File: src/rtl/logic_fu_slot_if.sv
`default_nettype none
// ============================================================================
// Module      : logic_fu_slot_if
// Description : Operand/select request channel and result channel for one
//               logic functional-unit slot (two valid/ready handshakes).
// Revision    : 1.0 - initial release
// ============================================================================
interface logic_fu_slot_if #(
    parameter int WIDTH = 64,
    parameter int TAG_W = 5
);
    // Request channel (issue lane -> slot)
    logic             in_valid;
    logic             in_ready;
    logic [WIDTH-1:0] in_a;
    logic [WIDTH-1:0] in_b;
    logic [2:0]       in_sel;
    logic [TAG_W-1:0] in_tag;

    // Result channel (slot -> writeback)
    logic             out_valid;
    logic             out_ready;
    logic [WIDTH-1:0] out_result;
    logic [TAG_W-1:0] out_tag;
    logic             out_zero;

    modport master (
        output in_valid, in_a, in_b, in_sel, in_tag, out_ready,
        input  in_ready, out_valid, out_result, out_tag, out_zero
    );

    modport slave (
        input  in_valid, in_a, in_b, in_sel, in_tag, out_ready,
        output in_ready, out_valid, out_result, out_tag, out_zero
    );
endinterface
`default_nettype wire

File: src/rtl/logic_fu_slot.sv
`default_nettype none
// ============================================================================
// Module      : logic_fu_slot
// Description : Pipelined bitwise-logic functional unit for one VLIW lane.
//               Stage 1 captures operands, stage 2 registers the result,
//               then results queue in a FIFO. A credit counter bounds the
//               number of operations in flight so nothing is ever dropped.
// Revision    : 1.0 - initial release
// ============================================================================
module logic_fu_slot #(
    parameter int WIDTH      = 64,
    parameter int TAG_W      = 5,
    parameter int FIFO_DEPTH = 4
) (
    input  wire logic         clk,
    input  wire logic         rst,
    logic_fu_slot_if.slave    bus,
    output logic [15:0]       ops_done
);

    localparam int PTR_W = (FIFO_DEPTH > 1) ? $clog2(FIFO_DEPTH) : 1;
    localparam int CNT_W = $clog2(FIFO_DEPTH + 1);
    localparam logic [CNT_W-1:0] c_DEPTH = CNT_W'(FIFO_DEPTH);
    localparam logic [CNT_W-1:0] c_ONE   = CNT_W'(1);
    localparam logic [PTR_W-1:0] c_PONE  = PTR_W'(1);

    // Stage 1: captured operands
    logic             r_s1_valid;
    logic [WIDTH-1:0] r_s1_a;
    logic [WIDTH-1:0] r_s1_b;
    logic [2:0]       r_s1_sel;
    logic [TAG_W-1:0] r_s1_tag;

    // Stage 2: registered result waiting to be written into the FIFO
    logic             r_s2_valid;
    logic [WIDTH-1:0] r_s2_res;
    logic [TAG_W-1:0] r_s2_tag;
    logic             r_s2_zero;

    // Result FIFO
    logic [WIDTH-1:0] r_fifo_res  [FIFO_DEPTH];
    logic [TAG_W-1:0] r_fifo_tag  [FIFO_DEPTH];
    logic             r_fifo_zero [FIFO_DEPTH];
    logic [PTR_W-1:0] r_wr_ptr;
    logic [PTR_W-1:0] r_rd_ptr;
    logic [CNT_W-1:0] r_count;

    // Last popped result, shown on the outputs while the FIFO is empty
    logic [WIDTH-1:0] r_last_res;
    logic [TAG_W-1:0] r_last_tag;
    logic             r_last_zero;

    logic [CNT_W-1:0] r_credit;
    logic [15:0]      r_ops_done;

    logic             w_accept;
    logic             w_pop;
    logic             w_nonempty;
    logic [WIDTH-1:0] w_res;

    assign w_nonempty   = (r_count != '0);
    assign bus.in_ready = (r_credit < c_DEPTH);
    assign w_accept     = bus.in_valid && bus.in_ready;
    assign w_pop        = w_nonempty && bus.out_ready;

    assign bus.out_valid  = w_nonempty;
    assign bus.out_result = w_nonempty ? r_fifo_res[r_rd_ptr]  : r_last_res;
    assign bus.out_tag    = w_nonempty ? r_fifo_tag[r_rd_ptr]  : r_last_tag;
    assign bus.out_zero   = w_nonempty ? r_fifo_zero[r_rd_ptr] : r_last_zero;
    assign ops_done       = r_ops_done;

    // Stage-2 logic: select the bitwise function of the captured operands
    always_comb begin
        w_res = '0;
        case (r_s1_sel)
            3'd0:    w_res = r_s1_a & r_s1_b;
            3'd1:    w_res = r_s1_a | r_s1_b;
            3'd2:    w_res = r_s1_a ^ r_s1_b;
            3'd3:    w_res = ~(r_s1_a & r_s1_b);
            3'd4:    w_res = ~(r_s1_a | r_s1_b);
            3'd5:    w_res = ~(r_s1_a ^ r_s1_b);
            3'd6:    w_res = ~r_s1_a;
            default: w_res = r_s1_b;
        endcase
    end

    // Pipeline stages 1 and 2; operands only load on an accepted handshake
    always_ff @(posedge clk) begin
        if (rst) begin
            r_s1_valid <= 1'b0;
            r_s1_a     <= '0;
            r_s1_b     <= '0;
            r_s1_sel   <= '0;
            r_s1_tag   <= '0;
            r_s2_valid <= 1'b0;
            r_s2_res   <= '0;
            r_s2_tag   <= '0;
            r_s2_zero  <= 1'b0;
        end else begin
            r_s1_valid <= w_accept;
            if (w_accept) begin
                r_s1_a   <= bus.in_a;
                r_s1_b   <= bus.in_b;
                r_s1_sel <= bus.in_sel;
                r_s1_tag <= bus.in_tag;
            end
            r_s2_valid <= r_s1_valid;
            if (r_s1_valid) begin
                r_s2_res  <= w_res;
                r_s2_tag  <= r_s1_tag;
                r_s2_zero <= (w_res == '0);
            end
        end
    end

    // FIFO storage: stage 2 writes the tail; no reset needed on the array
    always_ff @(posedge clk) begin
        if (!rst && r_s2_valid) begin
            r_fifo_res[r_wr_ptr]  <= r_s2_res;
            r_fifo_tag[r_wr_ptr]  <= r_s2_tag;
            r_fifo_zero[r_wr_ptr] <= r_s2_zero;
        end
    end

    // FIFO pointers, occupancy and the last-popped output hold registers
    always_ff @(posedge clk) begin
        if (rst) begin
            r_wr_ptr    <= '0;
            r_rd_ptr    <= '0;
            r_count     <= '0;
            r_last_res  <= '0;
            r_last_tag  <= '0;
            r_last_zero <= 1'b0;
        end else begin
            if (r_s2_valid) begin
                r_wr_ptr <= r_wr_ptr + c_PONE;
            end
            if (w_pop) begin
                r_rd_ptr    <= r_rd_ptr + c_PONE;
                r_last_res  <= r_fifo_res[r_rd_ptr];
                r_last_tag  <= r_fifo_tag[r_rd_ptr];
                r_last_zero <= r_fifo_zero[r_rd_ptr];
            end
            case ({r_s2_valid, w_pop})
                2'b10:   r_count <= r_count + c_ONE;
                2'b01:   r_count <= r_count - c_ONE;
                default: r_count <= r_count;
            endcase
        end
    end

    // Credits cover every op from acceptance until it is popped
    always_ff @(posedge clk) begin
        if (rst) begin
            r_credit <= '0;
        end else begin
            case ({w_accept, w_pop})
                2'b10:   r_credit <= r_credit + c_ONE;
                2'b01:   r_credit <= r_credit - c_ONE;
                default: r_credit <= r_credit;
            endcase
        end
    end

    // Saturating count of results handed to writeback
    always_ff @(posedge clk) begin
        if (rst) begin
            r_ops_done <= '0;
        end else if (w_pop && (r_ops_done != 16'hFFFF)) begin
            r_ops_done <= r_ops_done + 16'd1;
        end
    end

endmodule
`default_nettype wire

File: src/flat_wrapper.sv
// flat-port wrapper written by rule: the top's interface ports become plain ports
module logic_fu_slot_flat 
#(
    parameter int WIDTH      = 64,
    parameter int TAG_W      = 5,
    parameter int FIFO_DEPTH = 4
)
  (clk, rst, ops_done, bus_in_valid, bus_in_a, bus_in_b, bus_in_sel, bus_in_tag, bus_out_ready, bus_in_ready, bus_out_valid, bus_out_result, bus_out_tag, bus_out_zero);
  logic_fu_slot_if #(.WIDTH(WIDTH), .TAG_W(TAG_W)) bus_i ();
  input  wire logic clk;
  input  wire logic rst;
  output logic [15:0] ops_done;
  input wire logic [$bits(bus_i.in_valid)-1:0] bus_in_valid;
  input wire logic [$bits(bus_i.in_a)-1:0] bus_in_a;
  input wire logic [$bits(bus_i.in_b)-1:0] bus_in_b;
  input wire logic [$bits(bus_i.in_sel)-1:0] bus_in_sel;
  input wire logic [$bits(bus_i.in_tag)-1:0] bus_in_tag;
  input wire logic [$bits(bus_i.out_ready)-1:0] bus_out_ready;
  output wire logic [$bits(bus_i.in_ready)-1:0] bus_in_ready;
  output wire logic [$bits(bus_i.out_valid)-1:0] bus_out_valid;
  output wire logic [$bits(bus_i.out_result)-1:0] bus_out_result;
  output wire logic [$bits(bus_i.out_tag)-1:0] bus_out_tag;
  output wire logic [$bits(bus_i.out_zero)-1:0] bus_out_zero;
  assign bus_i.in_valid = bus_in_valid;
  assign bus_i.in_a = bus_in_a;
  assign bus_i.in_b = bus_in_b;
  assign bus_i.in_sel = bus_in_sel;
  assign bus_i.in_tag = bus_in_tag;
  assign bus_i.out_ready = bus_out_ready;
  assign bus_in_ready = bus_i.in_ready;
  assign bus_out_valid = bus_i.out_valid;
  assign bus_out_result = bus_i.out_result;
  assign bus_out_tag = bus_i.out_tag;
  assign bus_out_zero = bus_i.out_zero;
  logic_fu_slot #(.WIDTH(WIDTH), .TAG_W(TAG_W), .FIFO_DEPTH(FIFO_DEPTH)) u_core (.clk(clk), .rst(rst), .bus(bus_i), .ops_done(ops_done));
endmodule
File: config.mk
export PLATFORM = sky130hd
export DESIGN_NAME = logic_fu_slot_flat
export DESIGN_NICKNAME = d
export VERILOG_FILES = /design/src/rtl/logic_fu_slot_if.sv /design/src/rtl/logic_fu_slot.sv /design/src/flat_wrapper.sv
export SDC_FILE = /design/constraint.sdc
export NUM_CORES = 1
export LEC_CHECK = 0
export ABC_AREA = 1
export CAP_MARGIN = 0
export CORE_AREA = 8 8 221 223
export DETAILED_ROUTE_END_ITERATION = 6
export DIE_AREA = 0 0 229 231
export HOLD_SLACK_MARGIN = 0.12
export PLACE_DENSITY_LB_ADDON = 0.12
export SLEW_MARGIN = 20
export SYNTH_ARGS = -nofsm -noshare
export SYNTH_HDL_FRONTEND = slang
export SYNTH_SLANG_ARGS = --single-unit
File: constraint.sdc
create_clock -name clk -period 8.2 [get_ports clk]
set_input_delay 0.82 -clock clk [delete_from_list [all_inputs] [get_ports clk]]
set_output_delay 0.82 -clock clk [all_outputs]
set_load 0.05 [all_outputs]
# After elaboration in Yosys (flattened, before gate mapping)
# Memories as Yosys holds them, arrays and structs flattened. A register that Yosys moved wholly into a read port is not among the register bits.
# Index checks and enable logic that the tools add are counted.
# word_totals
mem_count,3
regBits,304
mem_bits_rw,280
# classes
add_sub_neg,7
reduce_logical,10
magnitude_cmp,1
n_bitwise,7
mux,14
eq_ne,11
# mem_list
memory,depth,word_bits,rd,rd_clocked_by_memory_dff,wr,line,rtl
u_core.r_fifo_res,4,64,1,1,1,logic_fu_slot.sv:41,logic [WIDTH-1:0] r_fifo_res [FIFO_DEPTH];
u_core.r_fifo_tag,4,5,1,1,1,logic_fu_slot.sv:42,logic [TAG_W-1:0] r_fifo_tag [FIFO_DEPTH];
u_core.r_fifo_zero,4,1,1,1,1,logic_fu_slot.sv:43,logic r_fifo_zero [FIFO_DEPTH];
# ops
op,n
64-bit case mux with 7 select lines,1
64-bit NOT,4
64-bit bitwise AND,1
64-bit logical NOT,1
64-bit 2-to-1 mux,1
64-bit bitwise OR,1
64-bit bitwise XOR,1
"16-bit by 1-bit adder with 16-bit output, second input constant",1
"16-bit != test, second input constant",1
2-bit 2-to-1 mux,6
3-bit case mux with 2 select lines,2
"3-bit == test, second input constant",3
"3-bit by 1-bit adder with 3-bit output, second input constant",2
"3-bit by 2-bit == test with 1-bit output, second input constant",2
"3-bit by 1-bit subtractor with 3-bit output, second input constant",2
5-bit 2-to-1 mux,1
"2-bit by 1-bit adder with 2-bit output, second input constant",2
"2-bit by 1-bit == test with 1-bit output, second input constant",2
"2-bit == test, second input constant",2
1-bit logical AND,4
2-bit nonzero test,2
"3-bit by 1-bit == test with 1-bit output, second input constant",1
3-bit logical NOT,1
"3-bit less-than comparator, second input constant",1
other kinds (3),5

# Logic depth before layout (Yosys ltp)
# Gate-level depths: netlist of run 1.
# logic_depth
depth_word,4
depth_mapped,16
ltp_nobuf,14

# Worst setup path before layout of run 1
# No wires, ideal clock.
# synth_timing
path_kind,input -> register
startpoint,input port rst
endpoint,"memory u_core.r_fifo_res[0][0], enable pin"
path_slack_ns,3.259
stages,5
t_arrival_ns,4.443
t_required_ns,7.701
setup_ns,0.499
cell_sequence,clkbuf_1 -> clkinv_1 -> clkbuf_1 -> nand2_1 -> nor2_1
# synth_between
elab_chain_cells,4
# synth_rtl
item,line,rtl
from (decl),flat_wrapper.sv:11,input wire logic rst;
1-bit logical NOT,logic_fu_slot.sv:118,if (!rst && r_s2_valid) begin
1-bit logical AND,logic_fu_slot.sv:118,
1-bit 2-to-1 mux,logic_fu_slot.sv:118,
1-bit 2-to-1 mux (implied by the code),logic_fu_slot.sv:119,r_fifo_res[r_wr_ptr] <= r_s2_res;
to (decl),logic_fu_slot.sv:41,
# No other way between the ends.

==> run summary, run 1 <==
Worst path arrival time - 4.17 ns
Final Hold Viols - 0
Routed vias - 24,162
Crit. End Element - output port
Critical path cell sequence - clkinv_2 -> buf_4 -> o21ai_0 -> o22ai_1 -> inv_1 -> o21ai_0 -> clkdlybuf4s50_1
WP data required - 7.38 ns
Setup TNS - 0 ns
Starting DRC count in detailed routing - 2,456
Ys flop type - dfxtp_1
Wire per inst - 17.9 um
Fmax - 0.200 GHz
Core Area - 45,100 um^2
Simple-gate share of the synthesized area - 17.9%
PostCTS Resize Cnt - 0
Cell variety after synth - 35
Switching Power - 2940 uW
# clock sinks - 586
Reg2reg setup slack - 4.29 ns
Clk pwr share - 32.5%
# DRC - 0
Area share of xor/xnor cells in the synthesized design - 0%
Root Buffer - clkbuf_16
Sequential share of power - 40.6%
Outcome - completed
Clock skew - 0.0300 ns
Multi-input logic area - 11,400 um^2
IO Count - 228
Worst hold path depth - 2
Layout cell share with drive strength beyond 1 - 4.22%
Largest family of logic cells by synthesized area - simple AND/OR/NAND/NOR gates
Register area - 14,500 um^2
Initial antenna violation count - 1
Clk_lat worst skew - 0.64 ns
Sequential share of the synthesized area - 51.4%
Setup bufs post-CTS - 0
Peak supply drop - 0.000248 V
Ys Warns - 0
Largest area contributor in the netlist - edfxtp_1
Leakage - 0.0132 uW
EDFF count, synth - 280
Crit path largest cell delay - 0.83 ns
Hold crit path type - register to register
Combinational share of power - 26.9%
Worst path bufs/invs - 4
CTS max path bufs - 3
Crit Path Category - register to output port
Slowest cell on crit path - buf_4
First-pass GRT wire length - 117,000 um
CTS Hold Buffers Added - 0
Startpoint Class - register
Initial core utilization - 62.7%
Synth cell count leaders - nor2_1 (543), o21ai_0 (536), nand2_1 (459)
Cell-internal power - 5650 uW
H-Tree Depth - 2
Final Cycle Share - 60.8%
Post-Route WL - 74,900 um
Capture point of the worst reg-to-reg path - u_core.r_s2_zero
Die area - 52,900 um^2
Number of max-cap violations - 0
Final setup viols - 0
Min cycle time layout - 4.99 ns
Largest net degree at the start of global routing - 249
RSZ-0062 raised after global routing - no
Area growth, synth to finish - 15.3%
Synth Area in Compound Gates - 15.9%
Synthesized area per cell - 8.23 um^2
Worst Reg-to-Reg Cells - 14
Vias in the first global route - 23,295
Gr ovfl total - 0
Syn Nets - 3,713
Die H - 231 um
Num CTS Buffers - 58
Slew margin rel. - 23.3%
Mux cell area share after synthesis - 0%
Synth area leaders - edfxtp_1 (30%), dfxtp_1 (22%), o21ai_0 (9.5%)
Crit path max-delay family - buffers and inverters
Worst Hold End - u_core.r_rd_ptr[1]
Final antenna-violating net count - 0
Post-Synth Adder-Cell Area - 6.12%
GRT Util Overall - 26.9%
Detailed-router iteration count before antenna repair - 6
Synth Register Bits - 586
Power Dens Cells - 263 nW/um^2
Cells after synthesis - 3,436
RD Place Congestion - 0.850
Drt via density - 5.79
Least-Margin Pin Slew - 1.15 ns
Reg clk slew, reported paths - 0.06 ns
CTS tree - yes
Most used cell, CP - o21ai_0
Hold path start - u_core.r_rd_ptr[1]
Die W - 229 um
Sw Share - 34.2%
FP Rows - 78
Cell area after synthesis - 28,300 um^2
Most used standard cell by instance count after synthesis - nor2_1
Power, Total - 8590 uW
Final nets - 3,801
R2R Path Start - u_core.r_s1_sel[1]
Synth top area share - 29.7%
Final Max Slew Viols - 0
FFs w/ async S/R, synth - 0%
Critical-path maximum fanout - 100
Fillers - 3,412
Hpwl dp - 47,400 um
Number of port buffers - 227
state kept, by name, summed over array words and instances, names as in the netlist, 16 cells and up, named ones only:
name               cells
u_core.r_fifo_res    256
u_core.r_s2_res       64
u_core.ops_done       16
u_core.r_last_res     64
u_core.r_fifo_tag     20
u_core.r_s1_b         64
u_core.r_s1_a         64
cells in the final DEF (no fill, tap or decap), types with 7 or more instances in the layout:
| master | Yosys | final |
|---|---|---|
| a21oi_1 | 224 | 224 |
| buf_4 | 5 | 22 |
| clkbuf_1 | 148 | 7 |
| clkbuf_16 | 0 | 59 |
| clkbuf_8 | 0 | 16 |
| clkdlybuf4s50_1 | 0 | 227 |
| clkinv_2 | 0 | 13 |
| dfxtp_1 | 306 | 302 |
| edfxtp_1 | 280 | 280 |
| ha_1 | 135 | 135 |
| inv_1 | 368 | 367 |
| nand2_1 | 459 | 458 |
| nand3_1 | 153 | 153 |
| nand3b_1 | 12 | 12 |
| nand4_1 | 48 | 48 |
| nor2_1 | 543 | 538 |
| nor2_4 | 0 | 8 |
| o21ai_0 | 536 | 536 |
| o21ai_1 | 45 | 45 |
| o22ai_1 | 70 | 70 |
worst max path at each step:
stage / start / to / slack, ns / depth (start not counted)
after detailed placement: rst / u_core.r_fifo_res[1][34] / 3.79 / 6
after floorplan: rst / u_core.r_fifo_res[0][0] / 3.26 / 5
after CTS: register / bus_out_result[51] / 3.19 / 7
after global placement: rst / u_core.r_fifo_res[1][34] / 3.87 / 6
final: register / bus_out_result[59] / 3.21 / 7
after global routing: register / bus_out_result[16] / 2.88 / 7
stage by stage:
step	std cells	hold slack, ns	worst slack, ns	utilization [%]	cell area, um^2
4_1_cts	4174	0.467	3.19	72.3	32600
6_report	4175	0.465	3.21	72.3	32600
5_1_grt	4175	0.489	2.88	72.3	32600
2_1_floorplan	3436	0.422	3.26	-	28300
3_5_place_dp	4064	0.457	3.79	67.7	30500
3_3_place_gp	4064	0.434	3.87	67.7	30500
area by class of cell:
| type | count | area share (%) |
|---|---|---|
| Sequential cell | 586 | 44.6 |
| Multi-Input combinational cell | 2253 | 34.9 |
| Timing Repair Buffer | 250 | 7.54 |
| Clock buffer | 82 | 5.28 |
| Inverter | 375 | 4.35 |
| Tap cell | 600 | 2.30 |
| Clock inverter | 28 | 1.01 |
| Antenna cell | 1 | 0.00768 |
cells by family (layout without fill, tap and decap cells):
| family | count (synthesis) | count (layout) |
|---|---|---|
| other cells | 0 | 1 |
| fa+ha+maj | 137 | 137 |
| buf+inv | 597 | 735 |
| simple gates | 1236 | 1236 |
| flops | 586 | 586 |
| compound gates | 880 | 880 |
power by group through the flow:
| stage | Clock (uW) | Combinational, uW | Sequential, uW |
|---|---|---|---|
| finish | 2800 | 2310 | 3490 |
| global placement | 0 | 2210 | 3520 |
| CTS | 2830 | 2290 | 3480 |
| floorplan | 0 | 1630 | 3460 |
| global route | 2930 | 2510 | 3510 |
| detailed placement | 0 | 2280 | 3540 |
worst reg2reg max path, stage by stage, from the launching register on:
cell and delay [ns]:
dfxtp_2 0.80, buf_4 0.51, nor2_2 0.07, buf_4 0.27, nand2_4 0.71, nor2_1 0.11
nor2_1 0.14, nand3_1 0.23, nor2_1 0.20, nand2_1 0.07, nor2_1 0.26, nand2_1 0.10
nor2_1 0.12, nand2_1 0.12, a21oi_1 0.13
routing by layer:
layer  vias up  share of wire, %  global-route usage [%]
met2      1082                46                    44.0
met5         -                 0                       0
met1     11292                43                    35.0
met3       202               8.2                    4.81
met4         0               3.5                    11.3
li1      11586                 -                       -
(Power assumes the default switching activity.)
==> run 2: changes to the inputs <==
CORE_AREA = 8 8 240 242   (was 8 8 221 223)
DIE_AREA = 0 0 248 250   (was 0 0 229 231)
clock period = 4.5 ns   (was 8.2 ns; I/O delays follow)
==> run summary, run 2 (synthesis results as in run 1) <==
Number of max-cap violations - 0
Die area - 62,000 um^2
WP data required - 4.05 ns
Core Area - 53,500 um^2
Worst path bufs/invs - 3
# DRC - 0
Startpoint Class - register
Final Hold Viols - 0
Vias in the first global route - 22,671
CTS tree - yes
Initial core utilization - 52.8%
Starting DRC count in detailed routing - 2,239
Power, Total - 15,700 uW
Slew margin rel. - 27.2%
Hold crit path type - register to register
Drt via density - 5.58
CTS Hold Buffers Added - 0
Power Dens Cells - 478 nW/um^2
RSZ-0062 raised after global routing - no
Outcome - completed
Biggest register - u_core.r_fifo_res
Commonest cells after routing, fill and taps aside - nor2_1 (538), o21ai_0 (536), nand2_1 (458), inv_1 (367), dfxtp_1 (302)
Min cycle time layout - 3.58 ns
DP Area - 30,800 um^2
Critical path cell sequence - buf_4 -> o21ai_0 -> o22ai_1 -> inv_1 -> o21ai_0 -> clkdlybuf4s50_1
Fmax - 0.279 GHz
Clock skew - 0.0169 ns
Area growth, synth to finish - 16.2%
IO Count - 228
Max FFs per register - 256
Die W - 248 um
Largest net degree at the start of global routing - 296
Final antenna-violating net count - 0
Commonest non-fill, non-tap cell in the layout - nor2_1
PostCTS Resize Cnt - 0
Gr ovfl total - 0
Critical-path maximum fanout - 70
Initial antenna violation count - 2
Worst path arrival time - 3.13 ns
Crit Path Category - register to output port
Final Cycle Share - 79.5%
Crit. End Element - output port
Number of port buffers - 227
Die H - 250 um
RD Place Congestion - 0.887
Final nets - 3,820
Least-Margin Pin Slew - 1.09 ns
FP Rows - 85
Clk_lat worst skew - 0.63 ns
Finished Cell Area - 32,800 um^2
Wire per inst - 17.8 um
Final Max Slew Viols - 0
Crit path max-delay family - buffers and inverters
Detailed-router iteration count before antenna repair - 6
Setup bufs post-CTS - 0
Slowest cell on crit path - clkdlybuf4s50_1
Layout cell share with drive strength beyond 1 - 6.03%
Final Util - 61.4%
Root Buffer - clkbuf_16
Num CTS Buffers - 61
Most used cell, CP - o21ai_0
H-Tree Depth - 2
GRT Util Overall - 24.0%
CTS max path bufs - 3
Crit path largest cell delay - 0.83 ns
Final setup viols - 0
Reg clk slew, reported paths - 0.06 ns
Peak supply drop - 0.000330 V
Leakage - 0.0134 uW
First-pass GRT wire length - 121,000 um
Post-Route WL - 76,500 um
Hpwl dp - 49,600 um
# clock sinks - 586
Routed vias - 23,943
-- run 2: cell types whose count changed in the layout (fill, tap and decap cells not counted), moves of 2 or more --
cell,delta
clkbuf_8,-7
clkinv_4,+2
buf_4,+55
clkinv_2,+4
clkdlybuf4s50_1,-46
clkbuf_1,+2
clkbuf_16,+3
buf_12,+7
-- run 2: stage by stage --
step,setup WS [ns],instances,TNS [ns],hold slack [ns]
final,0.921,4294,0,0.458
after global routing,0.687,4294,0,0.456
after CTS,0.830,4292,0,0.427
after detailed placement,1.50,4176,0,0.451
after global placement,1.48,4176,0,0.439
after floorplan,-0.0714,3436,-20.01,0.422
-- run 2: layout make-up --
cell class / instances / area, um^2
Inverter: 375 / 1420
Clock buffer: 80 / 1710
Tap cell: 696 / 871
Antenna cell: 2 / 5.00
Sequential cell: 586 / 14500
Clock inverter: 36 / 367
Timing Repair Buffer: 266 / 2550
Multi-Input combinational cell: 2253 / 11400
Fill cell: 4699 / 20700
-- run 2: final timing paths --
| kind | start | to | depth (start not counted) | slack, ns |
|---|---|---|---|---|
| hold reg to reg | u_core.r_credit[0] | u_core.r_credit[0] | 1 | 0.46 |
| hold / removal | u_core.r_credit[0] | u_core.r_credit[0] | 1 | 0.46 |
| setup / recovery | register | bus_out_result[40] | 6 | 0.92 |
| setup reg to reg | u_core.r_s1_sel[2] | u_core.r_s2_zero | 14 | 1.36 |
-- run 2: routing by layer --
metal | up-vias | track usage (%) | part of all wire [%]
li1 | 11643 | - | -
met1 | 11229 | 33.8 | 45
met2 | 920 | 37.3 | 44
met3 | 151 | 3.57 | 7.3
met4 | 0 | 8.65 | 3.1
met5 | - | 0 | 0
-- run 2: report_power, final --
part | internal [uW] | total, uW | switching [uW]
Sequential | 6000 | 6320 | 321
Clock | 3020 | 5150 | 2130
Combinational | 1270 | 4220 | 2950
